`config.mk`:
```
export PLATFORM = sky130hd
export DESIGN_NAME = alu_ctrl_md
export DESIGN_NICKNAME = d
export VERILOG_FILES = /design/src/rtl/alu_ctrl_md.sv
export SDC_FILE = /design/constraint.sdc
export NUM_CORES = 1
export LEC_CHECK = 0
export CAP_MARGIN = 0
export CORE_MARGIN = 2
export CORE_UTILIZATION = 40
export DETAILED_ROUTE_END_ITERATION = 10
export PLACE_DENSITY = 0.61
export SLEW_MARGIN = 10
export SYNTH_ARGS = -nofsm -noshare
export SYNTH_HDL_FRONTEND = slang
export SYNTH_SLANG_ARGS = --single-unit
```
`constraint.sdc`:
```
create_clock -name clk_i -period 5.3 [get_ports clk_i]
set_input_delay 0.795 -clock clk_i [delete_from_list [all_inputs] [get_ports clk_i]]
set_output_delay 0.795 -clock clk_i [all_outputs]
set_load 0.02 [all_outputs]
```
`src/rtl/alu_ctrl_md.sv`:
```
// ALU select decode for RV32I plus an iterative radix-2 RV32M multiply/divide sequencer.
// ALU_CTRL_DIV_EN enables the divide datapath; without it, divides finish in one stall cycle with result 0.
module alu_ctrl_md #(
  parameter int XLEN  = 32,
  parameter int CNT_W = $clog2(XLEN) + 1
) (
  input  logic            clk_i,
  input  logic            rst_ni,
  input  logic            valid_i,
  input  logic            flush_i,
  input  logic [2:0]      ALUOp_i,
  input  logic [6:0]      Funct7_i,
  input  logic [2:0]      Funct3_i,
  input  logic            opcode_i,
  input  logic [XLEN-1:0] rs1_i,
  input  logic [XLEN-1:0] rs2_i,
  output logic [3:0]      ALUSignal_o,
  output logic            md_op_o,
  output logic [XLEN-1:0] md_result_o,
  output logic            md_done_o,
  output logic            stall_o
);

  localparam logic [3:0] ALU_ADD  = 4'd0,  ALU_SUB = 4'd1, ALU_AND = 4'd2, ALU_OR  = 4'd3;
  localparam logic [3:0] ALU_SLT  = 4'd4,  ALU_MUL = 4'd5, ALU_XOR = 4'd6, ALU_SLL = 4'd7;
  localparam logic [3:0] ALU_SRA  = 4'd8,  ALU_SRL = 4'd9, ALU_SLTU = 4'd10;

  typedef enum logic [1:0] {IDLE, RUN, DONE} state_t;

  state_t            state;
  logic [CNT_W-1:0]  cnt;
  logic [2:0]        op;
  logic              neg;
  logic [XLEN-1:0]   hi, lo, opnd;

  logic [XLEN-1:0]   nxt_hi, nxt_lo, step_res, fast_res;
  logic [XLEN-1:0]   a_mag, b_mag;
  logic [XLEN:0]     mul_sum;
  logic [2*XLEN-1:0] prod, prod_s;
  logic              s1, s2, neg_a, neg_b, fast, accept;

  // ---------------- decode ----------------
  function automatic logic [3:0] base_sel(input logic [2:0] f3);
    case (f3)
      3'b000:  base_sel = ALU_ADD;
      3'b001:  base_sel = ALU_SLL;
      3'b010:  base_sel = ALU_SLT;
      3'b011:  base_sel = ALU_SLTU;
      3'b100:  base_sel = ALU_XOR;
      3'b101:  base_sel = ALU_SRL;
      3'b110:  base_sel = ALU_OR;
      default: base_sel = ALU_AND;
    endcase
  endfunction

  always_comb begin
    ALUSignal_o = ALU_ADD;
    md_op_o     = 1'b0;
    case (ALUOp_i)
      3'b000: begin
        case (Funct7_i)
          7'b0000000: ALUSignal_o = base_sel(Funct3_i);
          7'b0100000: begin
            if (Funct3_i == 3'b000)      ALUSignal_o = ALU_SUB;
            else if (Funct3_i == 3'b101) ALUSignal_o = ALU_SRA;
          end
          7'b0000001: begin
            md_op_o     = 1'b1;
            ALUSignal_o = ALU_MUL;
          end
          default: ;
        endcase
      end
      3'b001: begin
        // Loads/stores/JALR (opcode_i=0) always compute an address with ADD.
        if (opcode_i) begin
          if (Funct3_i == 3'b101) ALUSignal_o = Funct7_i[5] ? ALU_SRA : ALU_SRL;
          else                    ALUSignal_o = base_sel(Funct3_i);
        end
      end
      default: ;
    endcase
  end

  // ---------------- operand preparation ----------------
  always_comb begin
    s1    = (Funct3_i == 3'b000) || (Funct3_i == 3'b001) || (Funct3_i == 3'b010) ||
            (Funct3_i == 3'b100) || (Funct3_i == 3'b110);
    s2    = (Funct3_i == 3'b000) || (Funct3_i == 3'b001) ||
            (Funct3_i == 3'b100) || (Funct3_i == 3'b110);
    neg_a = s1 & rs1_i[XLEN-1];
    neg_b = s2 & rs2_i[XLEN-1];
    a_mag = neg_a ? -rs1_i : rs1_i;
    b_mag = neg_b ? -rs2_i : rs2_i;
  end

`ifdef ALU_CTRL_DIV_EN
  localparam logic [XLEN-1:0] INT_MIN = {1'b1, {(XLEN-1){1'b0}}};
  logic div_zero, div_ovf;
  always_comb begin
    div_zero = (rs2_i == '0);
    div_ovf  = s1 & (rs1_i == INT_MIN) & (rs2_i == '1);
    fast     = Funct3_i[2] & (div_zero | div_ovf);
    if (div_zero) fast_res = Funct3_i[1] ? rs1_i : '1;
    else          fast_res = Funct3_i[1] ? '0 : rs1_i;
  end
`else
  always_comb begin
    fast     = Funct3_i[2];
    fast_res = '0;
  end
`endif

  assign accept  = (state == IDLE) & valid_i & md_op_o & ~flush_i;
  assign stall_o = rst_ni & (accept | (state == RUN));

  // ---------------- one iteration ----------------
  // Multiply: {hi,lo} holds partial product and remaining multiplier bits.
  // Divide: hi is the partial remainder, lo shifts dividend out and quotient in.
`ifdef ALU_CTRL_DIV_EN
  logic [XLEN:0]   sh_rem, trial;
  logic [XLEN-1:0] quo_rem;
`endif

  always_comb begin
    nxt_hi  = hi;
    nxt_lo  = lo;
    mul_sum = {1'b0, hi} + (lo[0] ? {1'b0, opnd} : '0);
`ifdef ALU_CTRL_DIV_EN
    sh_rem  = {hi, lo[XLEN-1]};
    trial   = sh_rem - {1'b0, opnd};
    if (op[2]) begin
      if (!trial[XLEN]) begin
        nxt_hi = trial[XLEN-1:0];
        nxt_lo = {lo[XLEN-2:0], 1'b1};
      end else begin
        nxt_hi = sh_rem[XLEN-1:0];
        nxt_lo = {lo[XLEN-2:0], 1'b0};
      end
    end else
`endif
    begin
      nxt_hi = mul_sum[XLEN:1];
      nxt_lo = {mul_sum[0], lo[XLEN-1:1]};
    end
  end

  always_comb begin
    prod     = {nxt_hi, nxt_lo};
    prod_s   = neg ? -prod : prod;
    step_res = (op[1:0] == 2'b00) ? prod_s[XLEN-1:0] : prod_s[2*XLEN-1:XLEN];
`ifdef ALU_CTRL_DIV_EN
    quo_rem  = op[1] ? nxt_hi : nxt_lo;
    if (op[2]) step_res = neg ? -quo_rem : quo_rem;
`endif
  end

  // ---------------- sequencer ----------------
  always_ff @(posedge clk_i or negedge rst_ni) begin
    if (!rst_ni) begin
      state       <= IDLE;
      cnt         <= '0;
      op          <= '0;
      neg         <= 1'b0;
      hi          <= '0;
      lo          <= '0;
      opnd        <= '0;
      md_result_o <= '0;
      md_done_o   <= 1'b0;
    end else begin
      md_done_o <= 1'b0;
      case (state)
        IDLE: begin
          if (accept) begin
            op  <= Funct3_i;
            // REM takes the dividend's sign; everything else the xor of both.
            neg <= (Funct3_i[2] & Funct3_i[1]) ? neg_a : (neg_a ^ neg_b);
            hi  <= '0;
            if (fast) begin
              state       <= DONE;
              md_result_o <= fast_res;
              md_done_o   <= 1'b1;
            end else begin
              state <= RUN;
              cnt   <= CNT_W'(XLEN);
              opnd  <= Funct3_i[2] ? b_mag : a_mag;
              lo    <= Funct3_i[2] ? a_mag : b_mag;
            end
          end
        end
        RUN: begin
          if (flush_i) begin
            state <= IDLE;
            cnt   <= '0;
          end else begin
            hi  <= nxt_hi;
            lo  <= nxt_lo;
            cnt <= cnt - CNT_W'(1);
            if (cnt == CNT_W'(1)) begin
              state       <= DONE;
              md_result_o <= step_res;
              md_done_o   <= 1'b1;
            end
          end
        end
        DONE:    state <= IDLE;
        default: state <= IDLE;
      endcase
    end
  end

endmodule

```
==> run metrics, run 1 <==
hold_buf cts=0; r2r endpoint=md_result_o[29]; min Tclk post-route=4620 ps; clock slew at reported path FFs=60 ps; Setup crit start kind=flip-flop; GPL Wtd Cong=0.897; Slowest cell on crit path=a2111oi_0; total power=2.62 mW; critical path required time=5670 ps; Synth Area in Adders=4.60%; CP Class=reg2reg; Post-Synth XOR/XNOR Area=10.5%; largest net degree at the start of global routing=75; largest family of logic cells by synthesized area=compound AO/OA/AOI/OAI gates; #FFs+latches synth=140; Final #Nets=1624; RSZ-0062 raised after global routing=no; router iterations before antenna repair=5; core footprint=0.0270 mm²; Final Hold Fails=0; Die H=170 µm; R2R Path Start=lo[0]; complex-gate fraction of the synthesized area=25.0%; syn nets=1538; Routed Antenna Nets=0; Leak=5.74 nW; Yosys top cell area share=31.7%; Final Non-Filler Cells=1856; mean post-synth cell area=7.80 µm²; first-pass GRT wire length=52.0 mm; WL met2=14.1 mm; ANT cells=0; Netlist Area Pre-Place=0.0110 mm²; Detailed Route WL=32.0 mm; maximum clock frequency=216 MHz; # resized after CTS=0; CP max FO=29; sequential share of the synthesized area=31.7%; vias in the first global route=9747; 1st-iter DRT viols=766; Cell Rows=60; Via-to-Cell Ratio=5.68; critical-path cell list=buf_4, and2_1, ha_1, and3_1, a221oi_4, o21ai_0, xor2_1, a2111oi_0, o2111ai_1, or3_1, or4_1, o211ai_1, a32o_1; arrival time worst endpoint=4990 ps; post-detail-place hpwl=23.9 mm; Post-synth EDFFs=0; IO Pins=121; TritonCTS buffer count=17; mux contribution to synthesized area=0.850%; Die ar.=0.0290 mm²; Rel. slew slack=37.7%; worst r2r path cells=13; clock skew=13.5 ps; Synth area leader=dfrtp_1; layout cells sized above 1=5.87%; Post-Synthesis Cells=1416; final setup fails=0; Syn. warnings=0; top cells by count, synth=nand2_1, dfrtp_1, o21ai_0; simple-gate area share of the yosys netlist=23.8%; Top Metal Used=met4; Synth-to-Final Area Change=19.1%; Area contributors post-synth=dfrtp_1, nand2_1, o21ai_0; GRT overflow=0; GRT Total Usage=22.4%; Max Slew Vio Count=0; max-cap violation count=0; initial antenna violation count=0; CTS max path bufs=2; Pwr Density=199 mW/mm²; root buf cell=clkbuf_16; Post-Place Cells=1824; Initial Util=40.9%; R2R setup slack=680 ps; count leader, synth=nand2_1; CTS sink cnt=140; # DRC=0; TNS Setup=0 ps; H-tree depth=4; Tcrit/Tclk final=87.3%; WL met1=16.0 mm; worst vdd ir=0.206 mV; post-CTS setup buffer count=0; CP endpoint kind=flip-flop; HP Class=in2async; fill cell count=2693; Die X=170 µm; WL met3=1.49 mm; CP peak stage delay=680 ps; prevailing post-synth register cell=dfrtp_1; asr flop ratio synth=100%; Worst-Margin Slew=934 ps; Avg WL per Cell=17.2 µm; # port buffers=120; status=completed; synth unique cells=75; via count=10542; CTS tree=yes; Worst-Skew Late Latency=430 ps
-- cells in the final DEF (no fill, tap or decap), types with 13 or more instances in the layout --
master / n
clkdlybuf4s50_1: 119
or3_1: 16
nor4_1: 15
buf_4: 21
nand4_1: 13
ha_1: 39
o22ai_1: 15
nand2_1: 211
o21ai_0: 140
xor2_1: 67
and2_1: 41
inv_1: 28
nand3_1: 33
o31ai_1: 29
dfrtp_1: 140
nor3_1: 30
xnor2_1: 62
a21oi_1: 123
a21o_1: 14
a22o_1: 13
nor2_1: 130
clkbuf_16: 17
-- cell type report --
cell class                 count  area (µm²)  area share (%)
clock buffer                  20         467            3.55
clock inverter                12        87.6           0.666
inverter                      28         105           0.799
multi-input combinational   1173        7190            54.6
sequential                   140        3500            26.6
tap                          341         427            3.24
timing repair buffer         142        1380            10.5
-- critical path: cells and delay by family, from the launching register on --
family	cells	cell delay, ps
buffers and inverters	1	210
adders and majority gates	1	370
AOI/OAI and AO/OA	6	1970
xor gates and xnor gates	1	240
DFF	1	400
and+or+nand+nor	4	1360
-- stage by stage --
stage               hold slack, ps  util [%]  cell area [µm²]  worst slack, ps
floorplan                      455         -            11000             1090
global placement               472      46.6            12600              730
detailed placement             488      46.6            12600              674
CTS                            413      48.7            13200              641
global route                   417      48.7            13200              329
finish                         383      48.7            13200              675
-- worst max path at each step --
stage / startpoint / endpoint / slack (ps)
2_1_floorplan: lo[0] / md_result_o[24] / 1090
3_3_place_gp: lo[0] / md_result_o[29] / 730
3_5_place_dp: lo[0] / md_result_o[29] / 670
4_1_cts: lo[0] / md_result_o[29] / 640
5_1_grt: lo[0] / md_result_o[29] / 330
6_report: lo[0] / md_result_o[29] / 680
-- sequential cells by signal, indices dropped and copies added (netlist names) --
| name | cells |
|---|---|
| neg | 1 |
| cnt | 6 |
| opnd | 32 |
| md_done_o | 1 |
| op | 2 |
| md_result_o | 32 |
| state | 2 |
| hi | 32 |
| lo | 32 |
-- where the power goes --
group	internal [mW]	switching, mW
clock network	0.639	0.516
registers	1.07	0.00793
logic	0.175	0.208
-- kinds of logic after synthesis --
logic type,Yosys count
flops,140
simple gates,551
xor+xnor,130
mux,9
fa+ha+maj,40
buf+inv,103
compound gates,443
-- layer usage --
metal / global-route usage, % / vias to the layer above
li1: - / 5322
met1: 33.2 / 4928
met2: 34.7 / 264
met3: 3.09 / 28
met4: 4.72 / 0
met5: 0 / -
No activity file was read; power rests on OpenSTA's default activity.
==> run 2, diff against run 1 <==
--- a/config.mk
+++ b/config.mk
@@ -9,7 +9,7 @@
 export CORE_MARGIN = 2
 export CORE_UTILIZATION = 40
 export DETAILED_ROUTE_END_ITERATION = 10
-export PLACE_DENSITY = 0.61
+export PLACE_DENSITY = 0.6
 export SLEW_MARGIN = 10
 export SYNTH_ARGS = -nofsm -noshare
 export SYNTH_HDL_FRONTEND = slang
==> run metrics, run 2 (synthesis gave the netlist of run 1 again) <==
Die X=170 µm; # DRC=0; H-tree depth=4; R2R setup slack=630 ps; Pwr Density=201 mW/mm²; # port buffers=120; worst r2r path cells=13; most frequent cells in the layout=nand2_1, o21ai_0, dfrtp_1, nor2_1, a21oi_1; CP max FO=7; TNS Setup=0 ps; maximum clock frequency=214 MHz; CP endpoint kind=flip-flop; Leak=5.75 nW; Setup crit start kind=flip-flop; Crit path max-delay family=compound AO/OA/AOI/OAI gates; status=completed; Synth-to-Final Area Change=19.4%; clock skew=14.8 ps; arrival time worst endpoint=5040 ps; critical path required time=5670 ps; Initial Util=40.9%; critical-path cell list=and2_1, ha_1, fa_1, a21o_1, a221oi_4, o21ai_0, xor2_1, a2111oi_0, o2111ai_1, or3_1, or4_1, o211ai_1, a32o_1; Final Hold Fails=0; ANT cells=0; core footprint=0.0270 mm²; R2R Path Start=lo[0]; max-cap violation count=0; Max Slew Vio Count=0; GRT Total Usage=23.0%; min Tclk post-route=4670 ps; HP Class=in2async; GPL Wtd Cong=0.933; # resized after CTS=0; Die H=170 µm; CP Class=reg2reg; Tcrit/Tclk final=88.1%; Routed Antenna Nets=0; 1st-iter DRT viols=798; Post-Place Cells=1827; Final Core Density=48.8%; vias in the first global route=10039; storage element area=0.00350 mm²; CTS sink cnt=140; hold_buf cts=0; root buf cell=clkbuf_16; Worst Path Buf+Inv=0; r2r endpoint=md_result_o[29]; most common cell after layout, fill and taps aside=nand2_1; Rel. slew slack=41.8%; Worst-Margin Slew=873 ps; Final #Nets=1627; dpl ws=657 ps; Via-to-Cell Ratio=5.67; CTS max path bufs=2; Final Non-Filler Cells=1859; Die ar.=0.0290 mm²; final setup fails=0; Critical Path Sink=md_result_o[29]; TritonCTS buffer count=17; post-CTS setup buffer count=0; total power=2.65 mW; largest net degree at the start of global routing=77; CP startpoint=lo[0]; RSZ-0062 raised after global routing=no; Worst-Skew Late Latency=440 ps; GRT overflow=0; final worst-path setup slack=633 ps; fill cell count=2687; layout cells sized above 1=6.06%; Cell Rows=60; IO Pins=121; worst vdd ir=0.209 mV; clock slew at reported path FFs=70 ps; CTS tree=yes; Detailed Route WL=32.6 mm; CP peak stage delay=630 ps; Slowest cell on crit path=a2111oi_0; number of cells on the critical path=13; first-pass GRT wire length=53.4 mm; initial antenna violation count=0; Avg WL per Cell=17.6 µm; via count=10543; multi-input logic area=0.00719 mm²; post-detail-place hpwl=24.1 mm; router iterations before antenna repair=5
run 2: changes by cell type in the layout (fill, tap and decap cells not counted), moves of 2 or more:
| cell | change |
|---|---|
| clkinv_2 | -4 |
| buf_4 | +4 |
| inv_6 | +3 |
| inv_8 | +4 |
| clkinv_4 | -2 |
| clkbuf_8 | -3 |
run 2: area by class of cell:
type	count	area share, %
repair buffers	145	10.5
clock buffers	17	3.23
inverters	28	0.797
multi-input cells	1173	54.5
well taps	341	3.24
clock inverters	15	1.10
flip-flops and latches	140	26.6
run 2: worst min-delay path by stage:
stage | start | end | slack (ps) | cells after the start
floorplan | hi[3] | hi[3] | 460 | 2
global placement | md_result_o[18] | md_result_o[18] | 470 | 2
detailed placement | md_result_o[18] | md_result_o[18] | 480 | 2
CTS | rst_ni | cnt[3] | 410 | 1
global route | rst_ni | cnt[0] | 440 | 1
finish | rst_ni | cnt[0] | 380 | 1
run 2: routing by layer:
metal,part of all wire (%),vias to the layer above,global-route usage (%)
li1,-,5291,-
met1,49,4943,33.1
met2,44,273,35.6
met3,5.1,36,4.37
met4,1.6,0,5.57
met5,0,-,0
run 2: per-stage QoR:
step / area, µm² / hold WS (ps)
2_1_floorplan: 11000 / 455
3_3_place_gp: 12600 / 474
3_5_place_dp: 12600 / 482
4_1_cts: 13200 / 412
5_1_grt: 13200 / 441
6_report: 13200 / 381
run 2: power by group:
| part | internal, mW | leakage [nW] | switching, mW |
|---|---|---|---|
| registers | 1.07 | 1.94 | 0.00701 |
| logic | 0.175 | 3.54 | 0.209 |
| clock network | 0.624 | 0.272 | 0.565 |
| total | 1.87 | 5.75 | 0.781 |
==> run 3, diff against run 2 <==
--- a/config.mk
+++ b/config.mk
@@ -9,7 +9,7 @@
 export CORE_MARGIN = 2
 export CORE_UTILIZATION = 40
 export DETAILED_ROUTE_END_ITERATION = 10
-export PLACE_DENSITY = 0.6
+export PLACE_DENSITY = 0.62
 export SLEW_MARGIN = 10
 export SYNTH_ARGS = -nofsm -noshare
 export SYNTH_HDL_FRONTEND = slang
==> constraint.sdc (replaced) <==
create_clock -name clk_i -period 3.77 [get_ports clk_i]
set_input_delay 0.5655 -clock clk_i [delete_from_list [all_inputs] [get_ports clk_i]]
set_output_delay 0.5655 -clock clk_i [all_outputs]
set_load 0.02 [all_outputs]
==> run metrics, run 3 (synthesis gave the netlist of run 1 again) <==
final worst-path setup slack=-138 ps; critical path required time=4060 ps; ANT cells=0; router iterations before antenna repair=5; Routed Antenna Nets=0; Setup crit start kind=flip-flop; TritonCTS buffer count=17; Finished Cell Area=0.0150 mm²; Synth-to-Final Area Change=35.8%; H-tree depth=4; initial antenna violation count=0; R2R setup slack=-140 ps; post-detail-place hpwl=26.8 mm; arrival time worst endpoint=4200 ps; # DRC=0; worst vdd ir=0.268 mV; GPL Wtd Cong=0.936; most frequent cells in the layout=nand2_1, buf_4, dfrtp_1, nor2_1, o21ai_0; Cell Rows=60; r2r endpoint=md_result_o[30]; layout cells sized above 1=19.6%; met2 Usage GRT=40.7%; via count=11477; root buf cell=clkbuf_16; worst r2r path cells=14; 1st-iter DRT viols=885; failing checks=setup timing; final setup fails=5; RSZ-0062 raised after global routing=yes; Die X=170 µm; hold_buf cts=0; M3 GR Usage=3.28%; Final Hold Fails=0; Worst-Margin Slew=935 ps; maximum clock frequency=256 MHz; first-pass GRT wire length=56.7 mm; vias in the first global route=11165; Die H=170 µm; Rel. slew slack=37.6%; Placed Area=0.0139 mm²; GRT overflow=0; busiest metal layer after global routing=met2; CP Class=reg2reg; fill cell count=2496; Worst-Skew Late Latency=440 ps; clock skew=9.93 ps; Die ar.=0.0290 mm²; TNS Setup=-446 ps; Leak=6.70 nW; Max Slew Vio Count=0; CP startpoint=lo[0]; Tcrit/Tclk final=104%; GRT Total Usage=24.6%; Final #Nets=1800; Detailed Route WL=35.1 mm; CP max FO=4; CTS max path bufs=2; core footprint=0.0270 mm²; Via-to-Cell Ratio=5.65; CTS tree=yes; max-cap violation count=0; most common cell after layout, fill and taps aside=nand2_1; CTS sink cnt=140; Pwr Density=258 mW/mm²; Final Core Density=55.5%; min Tclk post-route=3910 ps; R2R Path Start=lo[0]; status=finished with violations; CP endpoint kind=flip-flop; largest net degree at the start of global routing=67; HP Class=in2async; IO Pins=121; # port buffers=120; clock slew at reported path FFs=60 ps; Avg WL per Cell=17.3 µm; Initial Util=40.9%; met1 usage=32.4%
run 3: layout make-up:
class	count	area [µm²]	share of cell area, %
Clock inverter	15	176	1.18
Tap cell	341	427	2.84
Inverter	28	105	0.701
Timing Repair Buffer	318	2740	18.3
Sequential cell	140	3500	23.4
Multi-Input combinational cell	1173	7620	50.8
Clock buffer	17	425	2.84
run 3: worst max-delay path, cell delays in order (launching register included):
cell and delay, ps:
dfrtp_1 390, and2_4 160, ha_4 160, fa_2 340, a21o_1 220, buf_6 140
a22o_4 240, o21ai_4 150, xnor2_2 90, a2111o_1 420, or3_4 350, or4_4 550
o41ai_2 280, xnor2_1 160, o221ai_1 120
run 3: metal layers:
layer	vias up	wire length, µm
met5	-	0
met4	0	1190
met3	74	1680
met2	318	16700
met1	5453	15500
li1	5632	-
run 3: worst max-delay path by stage:
stage,end,slack (ps),depth (start not counted)
after global placement,md_result_o[20],-240,15
after detailed placement,md_result_o[20],-260,14
after global routing,md_result_o[30],-280,15
after floorplan,md_result_o[22],-300,14
final,md_result_o[30],-140,14
after CTS,md_result_o[24],-80,14
run 3: power by group:
group          internal [mW]  total, mW  switching (mW)  leakage (nW)
Sequential              1.51       1.52          0.0102          1.94
Clock                  0.999       1.77           0.767         0.283
Combinational          0.272      0.579           0.307          4.48
Total                   2.78       3.87            1.08          6.70
run 3: timing repair:
action	CTS	global route
resized for setup	46	41
buffers inserted	10	5
pin swaps	22	22
setup endpoints to repair	17	18
run 3: metrics by stage:
step	power, mW	worst slack (ps)	hold WS (ps)	cells
4_1_cts	3.90	-79.9	66.5	2027
3_3_place_gp	2.12	-241	472	1985
2_1_floorplan	1.87	-302	270	1416
5_1_grt	4.02	-281	77.5	2032
3_5_place_dp	2.12	-257	476	1985
6_report	3.87	-138	52.1	2032
